$ cat config.mk
export PLATFORM = sky130hd
export DESIGN_NAME = sat_counter
export DESIGN_NICKNAME = d
export VERILOG_FILES = /design/src/rtl/test_status_responder_sat_counter.sv
export SDC_FILE = /design/constraint.sdc
export NUM_CORES = 1
export LEC_CHECK = 0
export CAP_MARGIN = 40
export CORE_MARGIN = 10
export CORE_UTILIZATION = 35
export CTS_CLUSTER_DIAMETER = 80
export CTS_CLUSTER_SIZE = 25
export DETAILED_ROUTE_END_ITERATION = 10
export RECOVER_POWER = 50
export SLEW_MARGIN = 40
export SYNTH_ARGS = -nofsm -noshare
export SYNTH_HDL_FRONTEND = slang
export SYNTH_SLANG_ARGS = --single-unit
$ cat constraint.sdc
create_clock -name clk -period 2.7 [get_ports clk]
set_input_delay 0.675 -clock clk [delete_from_list [all_inputs] [get_ports clk]]
set_output_delay 0.675 -clock clk [all_outputs]
set_load 0.01 [all_outputs]
$ cat src/rtl/test_status_responder_sat_counter.sv
// Saturating up-counter with synchronous clear and enable.
// Latency: q updates on the clock edge where en is sampled high.
// Backpressure: none; holds at all-ones instead of wrapping.
module sat_counter #(
  parameter int W = 32
) (
  input  logic         clk,
  input  logic         reset,
  input  logic         clr,
  input  logic         en,
  output logic [W-1:0] q
);

  // Count up while enabled, stick at all-ones so a long run never reads back small
  always_ff @(posedge clk or negedge reset) begin
    if (!reset) begin
      q <= '0;
    end else if (clr) begin
      q <= '0;
    end else if (en && (q != {W{1'b1}})) begin
      q <= q + W'(1);
    end
  end

endmodule

==> metrics.cfg, run 1 <==
[run_status]
status = finished, final reports clean

[clocking]
ctsResizeCount = 0
hold_buffers = 0
cts_inserted_buffers = 5
htree_levels = 2
clk_latency_ns = 0.28
cts_setup_buffers = 0
cts_sinks = 32
cts_tree = done
root_buffer = clkbuf_8
clockBufferDepth = 2
cts.clk_slew.worst_paths_ns = 0.06

[grt]
antenna_found_initial = 0
grt_pass1_vias = 1597
grt_use_total_pct = 11.5
gr-total-overflow = 0
grt_max_degree = 41
grt_pass1_wl_mm = 8.01

[final_layout]
largest_register_ffs = 32
drive_above_1_share_pct = 11.3
nets = 243
regMostFlops = q
fin_util_pct = 46.7
diodes = 0
top_regs = q x32
final_cell_area_um2 = 2380
synthToLayoutAreaGrowth_pct = 28.6

[placement]
gp_congestion = 0.821
placed_area_um2 = 2300
port_buffers = 35
dp_hpwl_mm = 3.25

[synthesis]
synth_xor_area_share_pct = 6.14
synth_compound_area_share_pct = 11.9
synth_area_leaders = dfrtp_1 (43%), nor2_1 (5.3%), xnor2_1 (4.7%), nand3_1 (3.2%), mux2_2 (3.0%)
synth.distinct_cells = 42
ys_ff_latch = 32
syn-num-nets = 203
synthMuxAreaShare_pct = 4.39
yosysWarnings = 0
synth_top_family_by_area = simple AND/OR/NAND/NOR gates
synthAdderAreaFrac_pct = 0.675
syn_inst = 198
dominantRegCellSynth = dfrtp_1
synth_top_area_share_pct = 43.2
avgSynthCellArea_um2 = 9.37
syn_area_um2 = 1850
synth-simple-area-share_pct = 30.5
synth_edf_count = 0
async_reset_ff_share_pct = 100
ys_seq_area_share_pct = 43.2
yosysTopAreaCell = dfrtp_1

[floorplan]
die-area_um2 = 8610
die_x_um = 92.8
rows = 26
initial_core_util_pct = 36.3
dieHeight_um = 92.8
pin_count = 36
core_area_um2 = 5110

[drt]
via_count = 1598
ant_nets = 0
drc = 0
wl_per_cell_um = 14.6
viasPerCell = 5.17
drt_iter0_markers = 49
first_pass_iters = 4
wirelength_mm = 4.52

[critical_path]
endpoint = q[31]$_DFFE_PN0P_
worst_setup_path_start_kind = primary input
reg2reg_to = q[17]$_DFFE_PN0P_
cp.required_ns = 2.87
crit_path_start = en
reg2regPathDepth = 7
reg2reg_slack_ns = 0.57
endpoint_kind = flip-flop
crit_arrival_ns = 2.61
crit_fanout = 11
crit_type = primary input to flip-flop
r2r-start = q[0]$_DFFE_PN0P_

[power_and_ir_drop]
vdd_drop_max_mv = 0.183
power_uw = 920
p_leak_uw = 0.000981
clkPwrFrac_pct = 41.9
internal_power_uw = 708
power.density_nw_per_um2 = 386
seqPwrFrac_pct = 52.9
p_sw_share_pct = 23.1
p_switching_uw = 212
comb_power_share_pct = 5.2

[sta]
skew_ns = 0.00695
tightest_slew_ns = 0.825
finalSetupViolCount = 0
finalCritPeriodShare_pct = 90.4
rsz0062_at_grt = false
relSlewSlack_pct = 45.0
fin_tns_setup_ns = 0
worst_hold_slack_ns = 0.586
maxSlewViolCount = 0
hold_viol_final = 0
clock.fmax_mhz = 410
period_needed_ns = 2.44

[worst_hold_path]
min_path_cells = 2
hp-class = flip-flop to flip-flop

[flow_run]
cap_violations = 0

through the flow:
step           cells  setup slack [ns]
5_1_grt          309             0.213
6_report         309             0.260
2_1_floorplan    198             0.690
4_1_cts          309             0.365
3_3_place_gp     301             0.126
3_5_place_dp     301            0.0787
synthesized netlist by cell type (all sizes together), types with 4 or more instances:
cell and instances:
nor3 4, nor2 26, dfrtp 32, nor2b 6, and3 8, o21ai 4, a21oi 11, inv 7
nand2 11, a211oi 5, or3 5, nand4 7, mux2 6, xnor2 10, nand3 13, clkbuf 4
nor4 7
final cells by class:
class	instances	area, µm²
clock buffers	8	90.1
fillers	532	2720
inverters	7	26.3
multi-input cells	152	995
flip-flops and latches	32	801
well taps	70	87.6
repair buffers	40	385
worst min path at each step:
stage | start | slack [ns] | end
global placement | q[28]$_DFFE_PN0P_ | 0.58 | q[28]$_DFFE_PN0P_
CTS | q[25]$_DFFE_PN0P_ | 0.60 | q[25]$_DFFE_PN0P_
detailed placement | q[28]$_DFFE_PN0P_ | 0.59 | q[28]$_DFFE_PN0P_
finish | q[28]$_DFFE_PN0P_ | 0.59 | q[28]$_DFFE_PN0P_
floorplan | reset | 0.38 | q[0]$_DFFE_PN0P_
global route | q[15]$_DFFE_PN0P_ | 0.63 | q[15]$_DFFE_PN0P_
power groups by stage:
stage,combinational (µW),clock [µW],sequential (µW)
after floorplan,21.2,0,497
after global placement,50.8,0,496
after detailed placement,51.3,0,496
after CTS,51.3,401,487
after global routing,54.9,424,487
final,47.8,386,487
cells by family after synthesis:
family	Yosys count
XOR/XNOR	13
AND/OR/NAND/NOR	99
flip-flops	32
buffers and inverters	14
multiplexers	7
adder cells (fa/ha/maj)	1
AO/OA/AOI/OAI	32
cell usage in the layout, fill, tap and decap left out, types with 7 or more instances in the layout:
cell type        count
and3_1               7
dfrtp_1             32
nor2_1              26
nand2_1             11
inv_1                7
xnor2_1             10
dlygate4sd3_1       15
clkdlybuf4s50_1     20
a21oi_1             11
nand3_1             12
metal layers:
metal / global-route usage [%] / wire length [µm] / vias to the layer above
met5: 0 / 0 / -
met3: 4.68 / 339 / 6
met2: 18.0 / 2080 / 35
li1: - / - / 793
met1: 13.9 / 2040 / 764
met4: 3.86 / 62 / 0
worst max-delay path, stage by stage:
cell	delay, ns
dlygate4sd3_1	0.60
and3_1	0.20
nand4_1	0.10
a21o_1	0.29
nor4_1	0.37
mux2_2	0.37
(Power assumes the default switching activity.)
==> run 2, diff against run 1 <==
--- a/config.mk
+++ b/config.mk
@@ -6,6 +6,7 @@
 export NUM_CORES = 1
 export LEC_CHECK = 0
 export CAP_MARGIN = 40
+export CORE_ASPECT_RATIO = 0.7
 export CORE_MARGIN = 10
 export CORE_UTILIZATION = 35
 export CTS_CLUSTER_DIAMETER = 80
==> run 2 against run 1 <==
Cell area down 0.42%. Cell count increased by 0.32%. Count of clock-buffer cells in the layout decreased by 2. Sequential share of layout area rose by 0.14 points. Combinational power is 1% higher. Clock skew hardly changed.
==> metrics.cfg, run 2 (same netlist as run 1, synthesis figures left out) <==
[final_layout]
regMostFlops = q  ; unchanged
largest_register_ffs = 32  ; unchanged
finalNonFillerCells = 310  ; was 309
fill_cells = 515  ; was 532
layout_commonest_cell = dfrtp_1  ; unchanged
seqCellArea_um2 = 801  ; unchanged
synthToLayoutAreaGrowth_pct = 28.1  ; was 28.6%
drive_above_1_share_pct = 11.3  ; about the same
nets = 243  ; unchanged
final_cell_area_um2 = 2370  ; was 2380 µm²
top_regs = q x32  ; unchanged
diodes = 0  ; unchanged
mostFrequentLayoutCells = dfrtp_1 (32), nor2_1 (26), clkdlybuf4s50_1 (18)  ; was dfrtp_1 (32), nor2_1 (26), clkdlybuf4s50_1 (20)
multi_input_area_um2 = 995  ; unchanged

[drt]
ant_nets = 0  ; unchanged
drc = 0  ; unchanged
wl_per_cell_um = 15.1  ; was 14.6 µm
via_count = 1583  ; was 1598
wirelength_mm = 4.67  ; was 4.52 mm
viasPerCell = 5.11  ; was 5.17
drt_iter0_markers = 92  ; was 49
first_pass_iters = 4  ; unchanged

[clocking]
cts_sinks = 32  ; unchanged
clk_latency_ns = 0.28  ; about the same
cts_setup_buffers = 0  ; unchanged
cts.clk_slew.worst_paths_ns = 0.07  ; was 0.06 ns
root_buffer = clkbuf_8  ; unchanged
clockBufferDepth = 2  ; unchanged
ctsResizeCount = 0  ; unchanged
cts_tree = done  ; unchanged
cts_inserted_buffers = 5  ; unchanged
htree_levels = 2  ; unchanged
hold_buffers = 0  ; unchanged

[power_and_ir_drop]
p_switching_uw = 209  ; was 212 µW
vdd_drop_max_mv = 0.129  ; was 0.183 mV
p_leak_uw = 0.000987  ; was 0.000981 µW
seqPwrFrac_pct = 55.0  ; was 52.9%
power.density_nw_per_um2 = 373  ; was 386 nW/µm²
power_uw = 885  ; was 920 µW
comb_power_share_pct = 5.5  ; was 5.2%
internal_power_uw = 676  ; was 708 µW
clkPwrFrac_pct = 39.6  ; was 41.9%
p_sw_share_pct = 23.6  ; was 23.1%

[floorplan]
initial_core_util_pct = 35.8  ; was 36.3%
rows = 22  ; was 26
pin_count = 36  ; unchanged
die_x_um = 107  ; was 92.8 µm
die-area_um2 = 8660  ; was 8610 µm²
core_area_um2 = 5170  ; was 5110 µm²
dieHeight_um = 80.9  ; was 92.8 µm

[sta]
finalSetupViolCount = 0  ; unchanged
finalCritPeriodShare_pct = 88.0  ; was 90.4%
tightest_slew_ns = 0.810  ; was 0.825 ns
maxSlewViolCount = 0  ; unchanged
hold_viol_final = 0  ; unchanged
rsz0062_at_grt = false  ; unchanged
clock.fmax_mhz = 421  ; was 410 MHz
skew_ns = 0.00729  ; was 0.00695 ns
period_needed_ns = 2.38  ; was 2.44 ns
relSlewSlack_pct = 46.0  ; was 45.0%
worst_slack_ns = 0.324  ; was 0.260 ns
fin_tns_setup_ns = 0  ; unchanged

[placement]
placed_area_um2 = 2300  ; about the same
gp_congestion = 0.803  ; was 0.821
dp_hpwl_mm = 3.42  ; was 3.25 mm
dpl_worst_slack_ns = 0.0639  ; was 0.0787 ns
port_buffers = 35  ; unchanged
placedCellCount = 303  ; was 301

[critical_path]
path_depth = 6  ; unchanged
slowest_stage = clkdlybuf4s50_1  ; was dlygate4sd3_1
cp.required_ns = 2.87  ; about the same
endpoint_kind = flip-flop  ; unchanged
path_cells = clkdlybuf4s50_1 -> and3_1 -> nand4_1 -> a21o_1 -> nor4_1 -> mux2_2  ; was dlygate4sd3_1 -> and3_1 -> nand4_1 -> a21o_1 -> nor4_1 -> mux2_2
slowest_delay_ns = 0.53  ; was 0.60 ns
cp_top_family = simple AND/OR/NAND/NOR gates  ; unchanged
crit_arrival_ns = 2.54  ; was 2.61 ns
endpoint = q[31]$_DFFE_PN0P_  ; unchanged
reg2regPathDepth = 6  ; was 7
worst_setup_path_start_kind = primary input  ; unchanged
crit_fanout = 12  ; was 11
reg2reg_slack_ns = 0.35  ; was 0.57 ns
crit_type = primary input to flip-flop  ; unchanged
crit_path_start = en  ; unchanged
path_buf_inv = 1  ; unchanged
r2r-start = q[0]$_DFFE_PN0P_  ; unchanged
reg2reg_to = q[31]$_DFFE_PN0P_  ; was q[17]$_DFFE_PN0P_

[grt]
gr-total-overflow = 0  ; unchanged
grt_use_total_pct = 11.0  ; was 11.5%
antenna_found_initial = 0  ; unchanged
grt_pass1_vias = 1516  ; was 1597
grt_pass1_wl_mm = 7.53  ; was 8.01 mm
grt_max_degree = 33  ; was 41

[flow_run]
cap_violations = 0  ; unchanged

[run_status]
status = finished, final reports clean  ; unchanged

[worst_hold_path]
hp-class = flip-flop to flip-flop  ; unchanged

-- run 2: cell types whose count changed in the layout (fill, tap and decap cells not counted) --
cell,previous run,this run
dlygate4sd3_1,15,17
clkinv_2,0,1
clkbuf_1,2,1
clkbuf_8,6,5
clkdlybuf4s50_1,20,18
-- run 2: how the worst min path moves through the flow --
stage | start | to | depth (start not counted) | slack [ns]
2_1_floorplan | reset | q[0]$_DFFE_PN0P_ | 0 | 0.38
3_3_place_gp | q[1]$_DFFE_PN0P_ | q[1]$_DFFE_PN0P_ | 2 | 0.58
3_5_place_dp | q[30]$_DFFE_PN0P_ | q[30]$_DFFE_PN0P_ | 2 | 0.58
4_1_cts | q[28]$_DFFE_PN0P_ | q[28]$_DFFE_PN0P_ | 2 | 0.60
5_1_grt | q[1]$_DFFE_PN0P_ | q[1]$_DFFE_PN0P_ | 2 | 0.62
6_report | q[1]$_DFFE_PN0P_ | q[1]$_DFFE_PN0P_ | 2 | 0.59
-- run 2: final cells by class --
type | count | share of cell area, %
well taps | 72 | 3.79
inverters | 7 | 1.11
multi-input cells | 152 | 41.9
flip-flops and latches | 32 | 33.7
clock buffers | 6 | 3.06
clock inverters | 1 | 0.211
repair buffers | 40 | 16.2
-- run 2: worst register-to-register path: stages (launching register included) --
cell,delay (ns)
dfrtp_1,0.42
ha_1,0.24
nand4_1,0.25
nor4_2,0.46
a21o_1,0.46
nor4_1,0.12
mux2_2,0.28
-- run 2: stage by stage --
stage / hold WS [ns] / util [%]
4_1_cts: 0.599 / 45.9
3_3_place_gp: 0.582 / 44.4
3_5_place_dp: 0.581 / 44.4
2_1_floorplan: 0.379 / -
5_1_grt: 0.621 / 45.9
6_report: 0.591 / 45.9
-- run 2: power groups by stage --
stage	Clock, µW	Sequential, µW	Combinational [µW]
final	350	487	48.5
after CTS	361	487	51.9
after detailed placement	0	496	51.6
after floorplan	0	497	21.2
after global routing	381	487	55.1
after global placement	0	496	51.1
-- run 2: layer usage --
layer	wire, µm	global-route usage [%]	share of wire [%]
met1	2330	14.4	50
met2	1880	15.7	40
met3	399	4.98	8.5
met4	57	3.64	1.2
met5	0	0	0
==> run 3, diff against run 2 <==
--- a/config.mk
+++ b/config.mk
@@ -10,7 +10,6 @@
 export CORE_MARGIN = 10
 export CORE_UTILIZATION = 35
 export CTS_CLUSTER_DIAMETER = 80
-export CTS_CLUSTER_SIZE = 25
 export DETAILED_ROUTE_END_ITERATION = 10
 export RECOVER_POWER = 50
 export SLEW_MARGIN = 40
==> constraint.sdc (replaced) <==
create_clock -name clk -period 2 [get_ports clk]
set_input_delay 0.5 -clock clk [delete_from_list [all_inputs] [get_ports clk]]
set_output_delay 0.5 -clock clk [all_outputs]
set_load 0.01 [all_outputs]
==> run 3 against run 2 <==
Register-to-register slack lost 0.31 ns. Highest routed layer unchanged. Global-route usage grew 1.9 points. Cell count grew 13%. Die area is the same. Routed wire length grew 14%. Count of clock-buffer cells in the layout is the same. Critical endpoint is now q[21]$_DFFE_PN0P_. Worst setup slack lost 0.28 ns. Sequential power grew 34%. Clock power grew 35%. Hold slack gained 0.0087 ns.
==> metrics.cfg, run 3 (same netlist as run 1, synthesis figures left out) <==
[critical_path]
worst_setup_path_start_kind = flip-flop  ; was primary input
reg2regPathDepth = 7  ; was 6
slowest_stage = or4_4  ; was clkdlybuf4s50_1
crit_type = flip-flop to flip-flop  ; was primary input to flip-flop
crit_fanout = 6  ; was 12
crit_arrival_ns = 2.17  ; was 2.54 ns
path_cells = ha_2 -> nand4_1 -> nor4_4 -> buf_4 -> a21o_4 -> or4_4 -> a21oi_2  ; was clkdlybuf4s50_1 -> and3_1 -> nand4_1 -> a21o_1 -> nor4_1 -> mux2_2
endpoint_kind = flip-flop  ; unchanged
slowest_delay_ns = 0.49  ; was 0.53 ns
cp.required_ns = 2.21  ; was 2.87 ns

[grt]
grt_max_degree = 33  ; unchanged
antenna_found_initial = 0  ; unchanged
grt_pass1_vias = 1773  ; was 1516
grt_pass1_wl_mm = 8.89  ; was 7.53 mm
grt_use_total_pct = 12.8  ; was 11.0%
gr-total-overflow = 0  ; unchanged

[clocking]
htree_levels = 2  ; unchanged
cts.clk_slew.worst_paths_ns = 0.07  ; about the same
clockBufferDepth = 2  ; unchanged
cts_tree = done  ; unchanged
cts_inserted_buffers = 5  ; unchanged
clk_latency_ns = 0.28  ; about the same
root_buffer = clkbuf_8  ; unchanged
cts_sinks = 32  ; unchanged
hold_buffers = 0  ; unchanged

[final_layout]
drive_above_1_share_pct = 29.5  ; was 11.3%
layout_commonest_cell = buf_4  ; was dfrtp_1
nets = 283  ; was 243
largest_register_ffs = 32  ; unchanged
regMostFlops = q  ; unchanged
mostFrequentLayoutCells = buf_4 (42), clkdlybuf4s50_1 (33), dfrtp_1 (32)  ; was dfrtp_1 (32), nor2_1 (26), clkdlybuf4s50_1 (18)
fin_util_pct = 53.8  ; was 45.9%
synthToLayoutAreaGrowth_pct = 50.1  ; was 28.1%
finalNonFillerCells = 350  ; was 310
fill_cells = 516  ; was 515
diodes = 0  ; unchanged
top_regs = q x32  ; unchanged

[sta]
maxSlewViolCount = 0  ; unchanged
clock.fmax_mhz = 511
skew_ns = 0.00534  ; was 0.00729 ns
worst_hold_slack_ns = 0.600  ; was 0.591 ns
finalCritPeriodShare_pct = 97.9
period_needed_ns = 1.96
relSlewSlack_pct = 45.2  ; was 46.0%
tightest_slew_ns = 0.823  ; was 0.810 ns
rsz0062_at_grt = true  ; was false
hold_viol_final = 0  ; unchanged
worst_slack_ns = 0.0418  ; was 0.324 ns
finalSetupViolCount = 0  ; unchanged

[run_status]
status = finished, final reports clean  ; unchanged

[placement]
gp_congestion = 0.826  ; was 0.803
placedCellCount = 341  ; was 303
dpl_worst_slack_ns = -0.473  ; was 0.0639 ns
dp_hpwl_mm = 3.95  ; was 3.42 mm
port_buffers = 35  ; unchanged

[floorplan]
dieHeight_um = 80.9  ; unchanged
core_area_um2 = 5170  ; unchanged
die-area_um2 = 8660  ; unchanged
die_x_um = 107  ; unchanged
rows = 22  ; unchanged
initial_core_util_pct = 35.8  ; unchanged
pin_count = 36  ; unchanged

[drt]
drt_iter0_markers = 51  ; was 92
wirelength_mm = 5.33  ; was 4.67 mm
first_pass_iters = 4  ; unchanged
via_count = 1788  ; was 1583
viasPerCell = 5.11  ; about the same
ant_nets = 0  ; unchanged
wl_per_cell_um = 15.2  ; was 15.1 µm
drc = 0  ; unchanged

[power_and_ir_drop]
comb_power_share_pct = 6.7  ; was 5.5%
clkPwrFrac_pct = 39.1  ; was 39.6%
p_sw_share_pct = 23.8  ; was 23.6%
power_uw = 1210  ; was 885 µW
vdd_drop_max_mv = 0.218  ; was 0.129 mV
p_leak_uw = 0.00120  ; was 0.000987 µW
p_switching_uw = 288  ; was 209 µW
seqPwrFrac_pct = 54.1  ; was 55.0%
internal_power_uw = 921  ; was 676 µW
power.density_nw_per_um2 = 435  ; was 373 nW/µm²

[worst_hold_path]
hp-class = flip-flop to flip-flop  ; unchanged
min_path_cells = 2  ; unchanged

[flow_run]
cap_violations = 0  ; unchanged

==> run 3: cell count changes in the layout (fill, tap and decap cells not counted), moves of 2 or more <==
| cell | change |
|---|---|
| dlygate4sd3_1 | -16 |
| or3_1 | -2 |
| nor4_4 | +3 |
| nor4_1 | -4 |
| buf_4 | +38 |
| or4_1 | -2 |
| a21oi_2 | +5 |
| clkdlybuf4s50_1 | +15 |
| a21oi_1 | -5 |
| a21o_4 | +2 |
| or4_4 | +2 |
| or3_4 | +2 |
==> run 3: final timing paths <==
check	start	endpoint	slack (ns)
max	q[0]$_DFFE_PN0P_	q[21]$_DFFE_PN0P_	0.04
min	q[15]$_DFFE_PN0P_	q[15]$_DFFE_PN0P_	0.60
max reg2reg	q[0]$_DFFE_PN0P_	q[21]$_DFFE_PN0P_	0.04
min reg2reg	q[15]$_DFFE_PN0P_	q[15]$_DFFE_PN0P_	0.60
max in group asynchronous	reset	q[13]$_DFFE_PN0P_	0.63
min in group asynchronous	reset	q[0]$_DFFE_PN0P_	0.85
==> run 3: final cells by class <==
cell class / instances / area, µm² / area share, %
multi-input combinational: 153 / 1110 / 39.8
sequential: 32 / 801 / 28.8
timing repair buffer: 79 / 681 / 24.5
tap: 72 / 90.1 / 3.24
clock buffer: 6 / 72.6 / 2.61
inverter: 7 / 26.3 / 0.944
clock inverter: 1 / 5.00 / 0.180
==> run 3: stage by stage <==
stage / TNS (ns) / area, µm²
2_1_floorplan: 0 / 1850
3_3_place_gp: -4.74 / 2580
3_5_place_dp: -5.26 / 2580
4_1_cts: -0.0251 / 2720
5_1_grt: -0.0728 / 2780
6_report: 0 / 2780
==> run 3: power by group through the flow <==
stage | Sequential [µW] | Clock (µW) | Combinational, µW
final | 655 | 473 | 81.2
after global routing | 655 | 518 | 91.5
after CTS | 654 | 487 | 83.7
after detailed placement | 667 | 0 | 83.9
after global placement | 666 | 0 | 82.4
after floorplan | 671 | 0 | 28.7
==> run 3: worst max-delay path: cells and delay by family (launching register included) <==
kind / cells / cell delay, ns
AO/OA/AOI/OAI: 2 / 0.39
adder cells (fa/ha/maj): 1 / 0.19
buffers and inverters: 1 / 0.16
flip-flops: 1 / 0.40
AND/OR/NAND/NOR: 3 / 0.74
==> run 3: metal layers <==
layer / track usage, % / wire length [µm] / up-vias
met5: 0 / 0 / -
met4: 3.91 / 49 / 0
met3: 4.90 / 351 / 7
met2: 18.2 / 2210 / 38
met1: 17.6 / 2720 / 864
li1: - / - / 879
==> run 3: what timing repair did <==
| action | in CTS | in global routing |
|---|---|---|
| endpoints found under the setup margin | 11 | 15 |
| endpoints found under the hold margin | 0 | 0 |
| cloned | 1 | 0 |
| setup buffers | 0 | 1 |
| resized for setup | 9 | 13 |
| pin swaps | 1 | 6 |
